`src/rtl/uart_pkg.sv`:
```
// Shared UART register map, Wishbone write-enable encoding and master FSM state encoding.
package uart_pkg;

    localparam int unsigned ADDR_W = 2;
    localparam int unsigned DATA_W = 8;

    localparam logic [ADDR_W-1:0] TX_DATA_ADDR  = 2'd0;
    localparam logic [ADDR_W-1:0] RX_DATA_ADDR  = 2'd1;
    localparam logic [ADDR_W-1:0] FREQ_DIV_ADDR = 2'd2;

    // The UART treats we=0 as a write into its registers.
    localparam logic WE_WRITE = 1'b0;
    localparam logic WE_READ  = 1'b1;

    typedef enum logic [2:0] {
        ST_INIT    = 3'd0,
        ST_IDLE    = 3'd1,
        ST_STROBE  = 3'd2,
        ST_RELEASE = 3'd3,
        ST_GAP     = 3'd4
    } wbm_state_t;

endpackage

```
`src/rtl/uart_wb_master.sv`:
```
// Wishbone master feeding the UART: programs the divider after reset, then forwards
// TX bytes and divider updates as single paced writes, flagging unacknowledged strobes.
module uart_wb_master
    import uart_pkg::*;
#(
    parameter int unsigned DIVIDER  = 6,
    parameter int unsigned BYTE_GAP = 1200,
    parameter int unsigned TIMEOUT  = 255
) (
    input  logic              wb_clk,
    input  logic              reset,
    input  logic [DATA_W-1:0] tx_data,
    input  logic              tx_valid,
    output logic              tx_ready,
    input  logic [DATA_W-1:0] cfg_div,
    input  logic              cfg_valid,
    output logic              cfg_ready,
    output logic [ADDR_W-1:0] wb_addr,
    output logic [DATA_W-1:0] wb_data_out,
    output logic              wb_we,
    output logic              wb_stb,
    input  logic              wb_ack,
    output logic              busy,
    output logic              err
);

    localparam logic [DATA_W-1:0] DIV_INIT = DATA_W'(DIVIDER);
    localparam logic [15:0]       GAP_LAST = 16'(BYTE_GAP - 1);
    localparam logic [8:0]        TMO_END  = 9'(TIMEOUT);

    wbm_state_t  state;
    logic [7:0]  tmo_cnt;
    logic [15:0] gap_cnt;
    logic        tmo_hit;

    // Abort on the cycle whose increment would bring the counter to TIMEOUT,
    // so wb_stb is high for exactly TIMEOUT cycles.
    assign tmo_hit = (9'({1'b0, tmo_cnt}) + 9'd1) == TMO_END;

    // Handshake readiness is decoded from the state register; cfg wins over tx.
    assign cfg_ready = (state == ST_IDLE);
    assign tx_ready  = (state == ST_IDLE) && !cfg_valid;
    assign busy      = (state != ST_IDLE);

    always_ff @(posedge wb_clk) begin
        if (reset) begin
            state       <= ST_INIT;
            wb_stb      <= 1'b0;
            wb_we       <= WE_READ;
            wb_addr     <= '0;
            wb_data_out <= '0;
            err         <= 1'b0;
            tmo_cnt     <= '0;
            gap_cnt     <= '0;
        end else begin
            err <= 1'b0;
            case (state)
                ST_INIT: begin
                    wb_addr     <= FREQ_DIV_ADDR;
                    wb_data_out <= DIV_INIT;
                    wb_we       <= WE_WRITE;
                    wb_stb      <= 1'b1;
                    tmo_cnt     <= '0;
                    state       <= ST_STROBE;
                end
                ST_IDLE: begin
                    if (cfg_valid) begin
                        wb_addr     <= FREQ_DIV_ADDR;
                        wb_data_out <= cfg_div;
                        wb_we       <= WE_WRITE;
                        wb_stb      <= 1'b1;
                        tmo_cnt     <= '0;
                        state       <= ST_STROBE;
                    end else if (tx_valid) begin
                        wb_addr     <= TX_DATA_ADDR;
                        wb_data_out <= tx_data;
                        wb_we       <= WE_WRITE;
                        wb_stb      <= 1'b1;
                        tmo_cnt     <= '0;
                        state       <= ST_STROBE;
                    end
                end
                ST_STROBE: begin
                    if (wb_ack) begin
                        wb_stb <= 1'b0;
                        wb_we  <= WE_READ;
                        state  <= ST_RELEASE;
                    end else if (tmo_hit) begin
                        wb_stb <= 1'b0;
                        wb_we  <= WE_READ;
                        err    <= 1'b1;
                        state  <= ST_RELEASE;
                    end else if (tmo_cnt != 8'hFF) begin
                        tmo_cnt <= tmo_cnt + 8'd1;
                    end
                end
                ST_RELEASE: begin
                    // Only TX writes need pacing; divider writes return straight to IDLE.
                    if (!wb_ack) begin
                        if (wb_addr == TX_DATA_ADDR) begin
                            gap_cnt <= '0;
                            state   <= ST_GAP;
                        end else begin
                            state <= ST_IDLE;
                        end
                    end
                end
                ST_GAP: begin
                    if (gap_cnt == GAP_LAST) begin
                        state <= ST_IDLE;
                    end else begin
                        gap_cnt <= gap_cnt + 16'd1;
                    end
                end
                default: state <= ST_INIT;
            endcase
        end
    end

endmodule

```
`config.mk`:
```
export PLATFORM = sky130hd
export DESIGN_NAME = uart_wb_master
export DESIGN_NICKNAME = d
export VERILOG_FILES = /design/src/rtl/uart_pkg.sv /design/src/rtl/uart_wb_master.sv
export SDC_FILE = /design/constraint.sdc
export NUM_CORES = 1
export LEC_CHECK = 0
export CORE_MARGIN = 2
export CORE_UTILIZATION = 45
export CTS_BUF_LIST = sky130_fd_sc_hd__clkbuf_4
export CTS_CLUSTER_SIZE = 12
export DETAILED_ROUTE_END_ITERATION = 10
export PLACE_DENSITY = 0.7
export RECOVER_POWER = 25
export SLEW_MARGIN = 5
export SYNTH_ARGS = -nofsm -noshare
export SYNTH_HDL_FRONTEND = slang
export SYNTH_SLANG_ARGS = --single-unit
```
`constraint.sdc`:
```
create_clock -name wb_clk -period 2.8 [get_ports wb_clk]
set_clock_uncertainty 0.1 [all_clocks]
set_input_delay 0.42 -clock wb_clk [delete_from_list [all_inputs] [get_ports wb_clk]]
set_output_delay 0.42 -clock wb_clk [all_outputs]
set_load 0.03 [all_outputs]
```
## Word level (Yosys, flattened, before mapping)

Index checks and enable logic that the tools add are counted.

- Bits in registers: 40
- Output and inout bits: 16

- Bitwise logic cells: 1
- Equal/unequal tests: 17
- Multiplexer cells: 35
- Reduce and logical (&&, ||, !) cells: 13
- Add/sub/neg operators: 3

Operator list:

| kind | count |
|---|---|
| $mux W8 | 7 |
| $mux W16 | 3 |
| $pmux W16 S2 | 1 |
| $pmux W8 S3 | 1 |
| $mux W3 | 7 |
| $add A16 B1 Y16 const B | 1 |
| $eq A16 B11 Y1 const B | 1 |
| $pmux W8 S2 | 1 |
| $pmux W3 S5 | 1 |
| $ne A2 B2 Y1 const B | 7 |
| $add A8 B1 Y9 const B | 1 |
| $eq A9 B8 Y1 const B | 1 |
| $mux W1 | 9 |
| $add A8 B1 Y8 const B | 1 |
| $ne A8 B8 Y1 const B | 1 |
| $reduce_and A4 Y1 | 2 |
| $eq A3 B2 Y1 const B | 2 |
| $ne A3 B3 Y1 const B | 2 |
| $pmux W1 S3 | 2 |
| $reduce_and A5 Y1 | 1 |
| $mux W2 | 2 |
| $pmux W2 S2 | 1 |
| $reduce_bool A2 Y1 | 2 |
| $eq A3 B1 Y1 const B | 1 |
| 11 further kinds | 11 |

## Depth between registers and ports, before layout

Gate-level depths: netlist of the first run.

- Depth after elaboration: 5
- Depth in mapped cells: 9
- Depth with buffers taken out: 8

## Least setup slack after synthesis of the first run

No wires, ideal clock.

- Path type: register to output
- Start: register state[0]
- End: output tx_ready
- Buffers on the path: 2
- Arrival: 1,592 ps
- Stages on the path, launching flop included: 6
- Setup slack: 688 ps
- Path through: dfxtp_1 -> clkbuf_2 -> nand2b_1 -> or2_2 -> clkbuf_1 -> nor2_1

- Longest elaborated chain between the ends: 2

Ends and longest elaborated chain:

| what | RTL line | text |
|---|---|---|
| start: declaration | uart_wb_master.sv:31 | `wbm_state_t state;` |
| start signal: assignment | uart_wb_master.sv:47 | `state <= ST_INIT;` |
| start signal: assignment | uart_wb_master.sv:64 | `state <= ST_STROBE;` |
| start signal: assignment | uart_wb_master.sv:73 | `state <= ST_STROBE;` |
| $eq A3 B1 Y1 | uart_wb_master.sv:42 | `assign tx_ready = (state == ST_IDLE) && !cfg_valid;` |
| $logic_and A1 B1 Y1 | uart_wb_master.sv:42 |  |
| end: declaration | uart_wb_master.sv:14 | `output logic tx_ready,` |

Every way passes these cells.

## Worst setup path in the final report of the first run

Ends and elaborated chain as after synthesis.

==> summary.md, run 1 <==
| Metric | Value |
|---|---|
| Status | complete, no violations |
| Leakage Power | 0.859 nW |
| First-pass GRT wire length | 7710 um |
| Hold path depth | 2 |
| Avg Cell Area, Syn | 8.34 um^2 |
| Synth top area cells | dfxtp_1 (37%), nor2_1 (5.9%), xnor2_1 (5.4%) |
| Final WL | 4560 um |
| Global router's overall resource usage | 0.185 |
| Worst path slowest cell | clkdlybuf4s50_1 |
| Yosys cell types | 53 |
| Tmin final | 2.68 ns |
| Post-layout nets | 307 |
| Compound-Gate Fraction of Synth Area | 0.159 |
| Die area | 5230 um^2 |
| Port bufs | 35 |
| Remaining DRCs | 0 |
| Wire per inst | 13.6 um |
| Synth Warn # | 0 |
| Clock sinks | 39 |
| Hold slack | 0.388 ns |
| Core ar. | 4410 um^2 |
| CP Cell Sequence | nand2b_1 > or2_2 > nor2_1 > clkdlybuf4s50_1 |
| Crit Path Max Fanout | 9 |
| Vias in the first global route | 1669 |
| CP peak stage delay | 0.67 ns |
| Post-CTS Setup Inserts | 0 |
| ANT nets after route | 0 |
| Clock-pin slew of the registers on the worst-case setup and hold paths | 0.11 ns |
| Max cap viols | 0 |
| Pre-antenna DRT Iters | 4 |
| Final HPWL DP | 3300 um |
| Synth top cells by count | dfxtp_1 (39), nor2_1 (33), a21oi_1 (17), nand2_1 (17), nor3_1 (15) |
| Max Buffers Root-to-Sink | 2 |
| Multi-input gate area | 1230 um^2 |
| Async SR Flop Fraction | 0 |
| Fin crit share | 0.959 |
| Synthesized Nets | 276 |
| Seq/Total Area, Yosys | 0.372 |
| I/O Pins | 37 |
| Worst Reg-to-Reg Cells | 8 |
| Count leader, synth | dfxtp_1 |
| H-tree Lvls | 2 |
| Crit path launch type | register |
| Fill count | 392 |
| Number of synthesized flops with an enable pin | 0 |
| Post-Synth Adder-Cell Area | 0.0179 |
| Worst Hold Class | register to register |
| CTS tree | built |
| Layout area overhead | 19.9% |
| Final TNS setup | 0 ns |
| Overflow after GRT | 0 |
| RD Place Congestion | 0.851 |
| Leading area contributor after synthesis | dfxtp_1 |
| CTS Root Cell | clkbuf_4 |
| FF/Latch Area | 781 um^2 |
| Final setup fails | 0 |
| Slew Viols, Final | 0 |
| Clk_lat worst skew | 0.34 ns |
| Initial DRC Count | 111 |
| Largest net degree at the start of global routing | 21 |
| VDD IR-drop max | 233 uV |
| Diodes inserted | 0 |
| Initial antenna violation count | 0 |
| Fmax | 0.372 GHz |
| RSZ-0062 raised after global routing | false |
| Share of layout cells above drive strength 1 | 0.0709 |
| Simple-gate area share of the yosys netlist | 0.310 |
| Synth Cell Area | 2100 um^2 |
| Largest family of logic cells by synthesized area | simple AND/OR/NAND/NOR gates |
| Main synth FF type | dfxtp_1 |
| Initial core utilization | 0.476 |
| Rows | 24 |
| Syn Inst Count | 252 |
| Worst-margin pin slew | 0.766 ns |
| Critical path type | register to output port |
| Post-synthesis register bit count | 39 |
| Horiz. Die Dim | 72.3 um |
| Hold Vio Cnt, Final | 0 |
| CP Capture Type | output port |
| Vias per cell | 5.59 |
| Req. time, crit path | 2.28 ns |
| Mux contribution to synthesized area | 0.0429 |
| R2R setup slack | 0.40 ns |
| Synth top area share | 0.372 |
| Relative slew slack | 0.487 |
| Die Span Y | 72.3 um |
| Num CTS Buffers | 5 |
| Power Density | 438 nW/um^2 |
| Critical Path AT | 2.16 ns |
| Via count | 1866 |
| Xor/xnor cell area share of the yosys netlist | 0.0542 |
-- sequential cells by signal, summed over array words and instances, names as in the netlist --
| register | count |
|---|---|
| gap_cnt | 16 |
| tmo_cnt | 8 |
| wb_data_out | 8 |
| state | 3 |
| err | 1 |
| wb_addr | 1 |
| wb_stb | 1 |
| wb_we | 1 |
-- worst max-delay path: cells and delay by family (launching register included) --
kind,cells,cell delay (ns)
DFF,1,0.49
and+or+nand+nor,3,0.65
buffers and inverters,1,0.67
-- final timing paths --
kind,startpoint,endpoint
setup / recovery,state[0],tx_ready
hold / removal,wb_data_out[6],wb_data_out[6]
setup reg to reg,gap_cnt[0],gap_cnt[7]
hold reg to reg,wb_data_out[6],wb_data_out[6]
-- per-stage QoR --
stage / setup WS (ns) / utilization / std cells / total power (W) / instance area [um^2]
after global routing: 0.0123 / 0.571 / 334 / 0.00116 / 2520
after detailed placement: 0.374 / 0.561 / 328 / 0.000848 / 2470
after global placement: 0.390 / 0.561 / 328 / 0.000845 / 2470
after floorplan: 0.688 / - / 252 / 0.000758 / 2100
after CTS: 0.101 / 0.571 / 334 / 0.00112 / 2520
final: 0.115 / 0.571 / 334 / 0.00110 / 2520
-- area by class of cell --
type                       instances  share of cell area
tap                               52              0.0258
multi-input combinational        194               0.488
clock buffer                       6              0.0179
timing repair buffer              40               0.154
inverter                           3             0.00447
sequential                        39               0.310
-- logic make-up (layout without fill, tap and decap cells) --
kind of cell / after synthesis / in the layout
AO/OA/AOI/OAI: 49 / 49
XOR/XNOR: 13 / 13
adder cells (fa/ha/maj): 3 / 3
buffers and inverters: 19 / 49
flip-flops: 39 / 39
multiplexers: 9 / 9
other: 1 / 1
AND/OR/NAND/NOR: 119 / 119
-- report_power, final --
group	switching (W)	internal [W]	total (W)
combinational	0.000137	0.000100	0.000237
sequential	0.0000206	0.000574	0.000594
clock	0.000172	0.0000992	0.000272
total	0.000330	0.000773	0.00110
-- cell usage in the layout (no fill, tap or decap), drive strengths merged, types with 2 or more instances in the layout --
| master | synthesis | layout |
|---|---|---|
| clkdlybuf4s50 | 0 | 29 |
| clkbuf | 10 | 7 |
| xnor2 | 13 | 13 |
| mux2i | 9 | 9 |
| nor3 | 15 | 15 |
| nor4 | 4 | 4 |
| o311ai | 4 | 4 |
| nor4bb | 3 | 3 |
| ha | 3 | 3 |
| and4 | 3 | 3 |
| o211ai | 2 | 2 |
| nand4 | 3 | 3 |
| nor2 | 33 | 33 |
| nand2 | 18 | 18 |
| a21o | 2 | 2 |
| nor4b | 2 | 2 |
| or3 | 8 | 8 |
| a31oi | 5 | 5 |
| or4 | 2 | 2 |
| o21a | 3 | 3 |
| or2 | 3 | 3 |
| nand3 | 8 | 8 |
| inv | 3 | 3 |
| and3 | 2 | 2 |
| a21oi | 17 | 17 |
| o21bai | 2 | 2 |
| o21ai | 6 | 6 |
| o41ai | 3 | 3 |
| dlygate4sd3 | 0 | 5 |
| buf | 6 | 4 |
| dfxtp | 39 | 39 |
| a311oi | 3 | 3 |
| nand2b | 3 | 3 |
| nor3b | 6 | 6 |
-- metal layers --
metal  track usage  up-vias  share of wire  wire, um
met1         0.249      857           0.49      2250
met5             0        -              0         0
met4        0.0692        0         0.0064        29
met2         0.287       34           0.46      2090
li1              -      973              -         -
met3        0.0431        2          0.042       190
-- repair_timing --
item | in CTS | in global routing
hold buffers | 0 | 0
gates resized for setup | 0 | 1
setup endpoints to repair | 0 | 1
Note: power is estimated with default switching activity, not from simulation.
==> inputs of run 2 (changes only) <==
--- a/config.mk
+++ b/config.mk
@@ -7,7 +7,6 @@
 export LEC_CHECK = 0
 export CORE_MARGIN = 2
 export CORE_UTILIZATION = 45
-export CTS_BUF_LIST = sky130_fd_sc_hd__clkbuf_4
 export CTS_CLUSTER_SIZE = 12
 export DETAILED_ROUTE_END_ITERATION = 10
 export PLACE_DENSITY = 0.7
==> run 2 against run 1 <==
Effect of this change: global-route usage grew 0.058 points; wire length shrank 0.37%; sequential power is essentially flat; clock-buffer cell count is the same; hold slack lost 0.0086 ns; final cell count is the same; maximum frequency grew 2.1%; largest power group unchanged; sequential share of layout area shrank 0.30 points; critical endpoint is now cfg_ready; worst setup slack gained 0.055 ns; clock power grew 26%; combinational power is essentially flat; non-clock buffer count is the same.
==> summary.md, run 2 (synthesis gave the netlist of run 1 again) <==
| Metric | Value |
|---|---|
| Layout area overhead | 21.1% |
| Power Density | 461 nW/um^2 (+5.3%) |
| # resized after CTS | 0 (unchanged) |
| Crit path launch type | register |
| Die Span Y | 72.3 um (unchanged) |
| Diodes inserted | 0 (unchanged) |
| Overflow after GRT | 0 (unchanged) |
| Post-CTS Hold Buffers | 0 (unchanged) |
| Horiz. Die Dim | 72.3 um (unchanged) |
| Clk_lat worst skew | 0.28 ns (-0.06 ns) |
| Fill count | 395 (+0.77%) |
| Tmin final | 2.63 ns (-0.0551 ns) |
| VDD IR-drop max | 247 uV (+6.2%) |
| Initial DRC Count | 137 (+23%) |
| Initial antenna violation count | 0 (unchanged) |
| Worst Hold Class | register to register |
| CP Capture Type | output port |
| Port bufs | 35 (unchanged) |
| Critical Path AT | 2.11 ns (-0.05 ns) |
| Req. time, crit path | 2.28 ns (about the same) |
| ANT nets after route | 0 (unchanged) |
| Leakage Power | 0.863 nW (+0.41%) |
| Relative slew slack | 0.480 (-0.00685) |
| Max reg flops | 16 (unchanged) |
| Post-CTS Setup Inserts | 0 (unchanged) |
| Most common cell after layout, fill and taps aside | dfxtp_1 |
| Wire per inst | 13.6 um (-0.37%) |
| Clock sinks | 39 (unchanged) |
| Hold Vio Cnt, Final | 0 (unchanged) |
| Worst-margin pin slew | 0.777 ns (+0.0102 ns) |
| Hold Crit Start | wb_data_out[6] |
| Core ar. | 4410 um^2 (unchanged) |
| Final HPWL DP | 3300 um (unchanged) |
| Placed instance area | 2470 um^2 (unchanged) |
| Crit Path Max Fanout | 9 (unchanged) |
| Worst r2r src | gap_cnt[0] |
| Global router's overall resource usage | 0.185 (+0.000581) |
| Vias in the first global route | 1676 (+0.42%) |
| Core Util, Final | 0.576 (+0.00567) |
| Final TNS setup | 0 ns (unchanged) |
| Vias per cell | 5.56 (-0.48%) |
| Most frequent cells in the layout | dfxtp_1 (39), nor2_1 (33), clkdlybuf4s50_1 (25), a21oi_1 (17), nand2_1 (17) |
| H-tree Lvls | 2 (unchanged) |
| Slew Viols, Final | 0 (unchanged) |
| Rows | 24 (unchanged) |
| CTS tree | built |
| Critical path type | register to output port |
| Dpl cells | 328 (unchanged) |
| Max cap viols | 0 (unchanged) |
| Post-layout nets | 307 (unchanged) |
| Final Instance Area | 2540 um^2 (+0.99%) |
| Die area | 5230 um^2 (unchanged) |
| Fmax | 0.380 GHz (+2.1%) |
| Final setup fails | 0 (unchanged) |
| Multi-input gate area | 1230 um^2 (unchanged) |
| Remaining DRCs | 0 (unchanged) |
| Share of layout cells above drive strength 1 | 0.0674 (-0.00355) |
| Power Total | 0.00117 W (+6.4%) |
| Clock-pin slew of the registers on the worst-case setup and hold paths | 0.07 ns (-0.04 ns) |
| Fin crit share | 0.939 (-0.0197) |
| Via count | 1857 (-0.48%) |
| Setup crit start | state[0] |
| Largest regs | gap_cnt: 16 flops, tmo_cnt: 8 flops, wb_data_out: 8 flops |
| Pre-antenna DRT Iters | 4 (unchanged) |
| Num CTS Buffers | 5 (unchanged) |
| Non-filler cells in the finished layout | 334 (unchanged) |
| Largest net degree at the start of global routing | 21 (unchanged) |
| FF/Latch Area | 781 um^2 (unchanged) |
| RSZ-0062 raised after global routing | false |
| CTS Root Cell | clkbuf_8 |
| Final WL | 4540 um (-0.37%) |
| Initial core utilization | 0.476 (unchanged) |
| Status | complete, no violations |
| First-pass GRT wire length | 7700 um (-0.18%) |
| Max Buffers Root-to-Sink | 2 (unchanged) |
| RD Place Congestion | 0.851 (unchanged) |
| Biggest register | gap_cnt |
| I/O Pins | 37 (unchanged) |
[run 2: cell count changes in the layout (fill, tap and decap cells not counted)]
cell,previous run,this run
clkbuf_1,1,2
dlymetal6s2s_1,1,0
dlygate4sd3_1,5,10
clkbuf_4,6,0
clkdlybuf4s50_1,29,25
clkbuf_8,0,5
[run 2: through the flow]
| stage | setup slack (ns) | hold slack [ns] |
|---|---|---|
| after global routing | 0.0615 | 0.412 |
| after floorplan | 0.688 | 0.361 |
| after global placement | 0.390 | 0.367 |
| final | 0.170 | 0.380 |
| after detailed placement | 0.374 | 0.376 |
| after CTS | 0.174 | 0.394 |
[run 2: worst paths after layout]
kind | endpoint | slack [ns] | cells after the start
hold reg to reg | wb_data_out[6] | 0.38 | 2
setup / recovery | cfg_ready | 0.17 | 4
setup reg to reg | gap_cnt[7] | 0.39 | 8
hold / removal | wb_data_out[6] | 0.38 | 2
[run 2: power breakdown]
group | internal [W] | switching, W | leakage [nW]
combinational | 0.0000979 | 0.000137 | 0.509
sequential | 0.000574 | 0.0000201 | 0.317
clock | 0.000166 | 0.000178 | 0.0371
total | 0.000838 | 0.000335 | 0.863
[run 2: area by class of cell]
class	count	share of cell area
well taps	52	0.0256
multi-input cells	194	0.484
repair buffers	40	0.151
flip-flops and latches	39	0.307
inverters	3	0.00443
clock buffers	6	0.0285
[run 2: routing by layer]
metal,GRT usage,share of wire,up-vias
met5,0,0,-
met4,0.0692,0.011,0
met3,0.0472,0.034,5
met2,0.288,0.46,27
met1,0.247,0.50,847
li1,-,-,978
[run 2: worst max-delay path, stage by stage (launching register included)]
cell and delay (ns):
dfxtp_1 0.48, nand2b_1 0.15, or2_2 0.39, inv_1 0.12, clkdlybuf4s50_1 0.68
==> inputs of run 3 (changes only) <==
--- a/config.mk
+++ b/config.mk
@@ -6,10 +6,10 @@
 export NUM_CORES = 1
 export LEC_CHECK = 0
 export CORE_MARGIN = 2
-export CORE_UTILIZATION = 45
+export CORE_UTILIZATION = 52
 export CTS_CLUSTER_SIZE = 12
 export DETAILED_ROUTE_END_ITERATION = 10
-export PLACE_DENSITY = 0.7
+export PLACE_DENSITY = 0.79
 export RECOVER_POWER = 25
 export SLEW_MARGIN = 5
 export SYNTH_ARGS = -nofsm -noshare
==> constraint.sdc (replaced) <==
create_clock -name wb_clk -period 2.8 [get_ports wb_clk]
set_clock_uncertainty 0.1 [all_clocks]
set_input_delay 0.56 -clock wb_clk [delete_from_list [all_inputs] [get_ports wb_clk]]
set_output_delay 0.56 -clock wb_clk [all_outputs]
set_load 0.03 [all_outputs]
==> run 3 against run 2 <==
Effect of this change: maximum frequency is 0.38% higher; die area down 13%; register-to-register slack got worse by 0.11 ns; critical path type unchanged; critical endpoint is now busy.
==> summary.md, run 3 (synthesis gave the netlist of run 1 again) <==
| Metric | Value |
|---|---|
| Fin crit share | 0.936 (-0.00359) |
| Worst Hold Class | register to register |
| Diodes inserted | 0 (unchanged) |
| RD Place Congestion | 0.815 (-4.2%) |
| Crit path launch type | register |
| Met3 Usage GRT | 0.0483 (+0.00111) |
| Vias in the first global route | 1647 (-1.7%) |
| Die area | 4560 um^2 (-13%) |
| Final TNS setup | 0 ns (unchanged) |
| Post-layout nets | 307 (unchanged) |
| Max cap viols | 0 (unchanged) |
| Layout area overhead | 23.6% |
| Remaining DRCs | 0 (unchanged) |
| Global router's overall resource usage | 0.222 (+0.0369) |
| Status | complete, no violations |
| Vias per cell | 5.69 (+2.4%) |
| Final setup fails | 0 (unchanged) |
| Met2 Use GR | 0.350 (+0.0620) |
| R2R setup slack | 0.28 ns (-0.11 ns) |
| ANT nets after route | 0 (unchanged) |
| Power Density | 535 nW/um^2 (+16%) |
| CP Cell Sequence | nand2b_1 > or2_2 > clkdlybuf4s50_1 |
| Num CTS Buffers | 5 (unchanged) |
| CP peak stage delay | 0.63 ns (-0.05 ns) |
| Clock Power Share | 0.404 (+0.111) |
| Leakage Power | 0.882 nW (+2.2%) |
| Hold Vio Cnt, Final | 0 (unchanged) |
| Initial antenna violation count | 0 (unchanged) |
| VDD IR-drop max | 493 uV (+100%) |
| Met1 capacity usage during global routing | 0.293 (+0.0455) |
| Worst path slowest cell | clkdlybuf4s50_1 |
| Largest regs | gap_cnt: 16 flops, tmo_cnt: 8 flops, wb_data_out: 8 flops |
| Power share of the sequential group | 0.428 (-0.078) |
| Fill count | 329 (-17%) |
| CTS Root Cell | clkbuf_8 |
| CP delay by family, top | buffers and inverters |
| CP Capture Type | output port |
| Wire per inst | 13.7 um (+0.90%) |
| Horiz. Die Dim | 67.6 um (-6.6%) |
| GRT busiest layer | met2 |
| RSZ-0062 raised after global routing | false |
| Via count | 1901 (+2.4%) |
| Initial DRC Count | 209 (+53%) |
| Sw Ratio | 0.262 (-0.0240) |
| Final Instance Area | 2600 um^2 (+2.1%) |
| I/O Pins | 37 (unchanged) |
| Clk_lat worst skew | 0.30 ns (+0.02 ns) |
| Port bufs | 35 (unchanged) |
| Overflow after GRT | 0 (unchanged) |
| Comb pwr share | 0.169 (-0.031) |
| Final HPWL DP | 3280 um (-0.57%) |
| Max reg flops | 16 (unchanged) |
| H-tree Lvls | 2 (unchanged) |
| Psw | 0.000364 W (+8.5%) |
| Clock sinks | 39 (unchanged) |
| Most common cell after layout, fill and taps aside | dfxtp_1 |
| CTS tree | built |
| Share of layout cells above drive strength 1 | 0.0775 (+0.0101) |
| Fmax | 0.382 GHz (+0.38%) |
| Req. time, crit path | 2.14 ns (-0.14 ns) |
| Relative slew slack | 0.393 (-0.0865) |
| Tmin final | 2.62 ns (-0.0100 ns) |
| Biggest register | gap_cnt |
| Placed instance area | 2470 um^2 (-0.20%) |
| Initial core utilization | 0.533 (+0.0569) |
| Critical Path AT | 1.96 ns (-0.15 ns) |
| Clock-pin slew of the registers on the worst-case setup and hold paths | 0.08 ns (about the same) |
| Post-CTS Setup Inserts | 0 (unchanged) |
| Most frequent cells in the layout | dfxtp_1 (39), nor2_1 (33), clkdlybuf4s50_1 (26), a21oi_1 (17), nand2_1 (17) |
| Die Span Y | 67.6 um (-6.6%) |
| Critical path type | register to output port |
| Crit Path Max Fanout | 9 (unchanged) |
| Internal Power | 0.00103 W (+22%) |
| Worst-margin pin slew | 0.906 ns (+0.129 ns) |
| First-pass GRT wire length | 7650 um (-0.71%) |
| Largest net degree at the start of global routing | 21 (unchanged) |
| Crit path buffers/inverters | 1 (-1) |
| Post-CTS Hold Buffers | 0 (unchanged) |
| Pre-antenna DRT Iters | 4 (unchanged) |
| Max Buffers Root-to-Sink | 2 (unchanged) |
| Slew Viols, Final | 0 (unchanged) |
| Core ar. | 3940 um^2 (-11%) |
| # resized after CTS | 1 (+1) |
| Rows | 23 (-4.2%) |
| Final WL | 4580 um (+0.90%) |
-- run 3: changes by cell type in the layout (fill, tap and decap cells not counted) --
cell	previous run	this run
dlygate4sd2_1	0	1
dlygate4sd3_1	10	7
clkinvlp_4	0	1
bufinv_16	0	2
clkdlybuf4s50_1	25	26
-- run 3: worst register-to-register path, stage by stage, from the launching register on --
cell	delay, ns
dfxtp_1	0.39
ha_1	0.21
nor4bb_1	0.27
nand4_1	0.15
a31oi_1	0.72
buf_4	0.30
nor3b_1	0.07
xnor2_1	0.15
nor2_1	0.05
-- run 3: area by class of cell --
cell class	instances	area (um^2)	area share
inverters	3	11.3	0.00434
repair buffers	40	377	0.145
clock buffers	5	68.8	0.0265
clock inverters	3	67.6	0.0260
well taps	50	62.6	0.0241
multi-input cells	194	1230	0.474
flip-flops and latches	39	781	0.301
-- run 3: metal layers --
| metal | routed length, um | up-vias |
|---|---|---|
| li1 | - | 974 |
| met1 | 2080 | 871 |
| met2 | 2180 | 51 |
| met3 | 233 | 5 |
| met4 | 76 | 0 |
| met5 | 0 | - |
-- run 3: final timing paths --
kind	start	endpoint	depth (start not counted)
max	state[0]	busy	3
min	wb_data_out[0]	wb_data_out[0]	2
max reg2reg	gap_cnt[0]	gap_cnt[8]	8
min reg2reg	wb_data_out[0]	wb_data_out[0]	2
-- run 3: per-stage QoR --
stage / hold WS, ns / instances / worst slack (ns) / utilization / power (W)
2_1_floorplan: 0.361 / 252 / 0.548 / - / 0.000758
3_3_place_gp: 0.371 / 326 / 0.170 / 0.626 / 0.000845
3_5_place_dp: 0.375 / 326 / 0.167 / 0.626 / 0.000846
4_1_cts: 0.386 / 334 / 0.170 / 0.661 / 0.00140
5_1_grt: 0.417 / 334 / 0.0386 / 0.659 / 0.00145
6_report: 0.383 / 334 / 0.180 / 0.659 / 0.00139
-- run 3: power by group through the flow --
stage / clock network [W] / logic (W) / registers, W
floorplan: 0 / 0.000133 / 0.000624
global placement: 0 / 0.000238 / 0.000607
detailed placement: 0 / 0.000240 / 0.000607
CTS: 0.000569 / 0.000240 / 0.000594
global route: 0.000594 / 0.000256 / 0.000597
finish: 0.000561 / 0.000234 / 0.000594
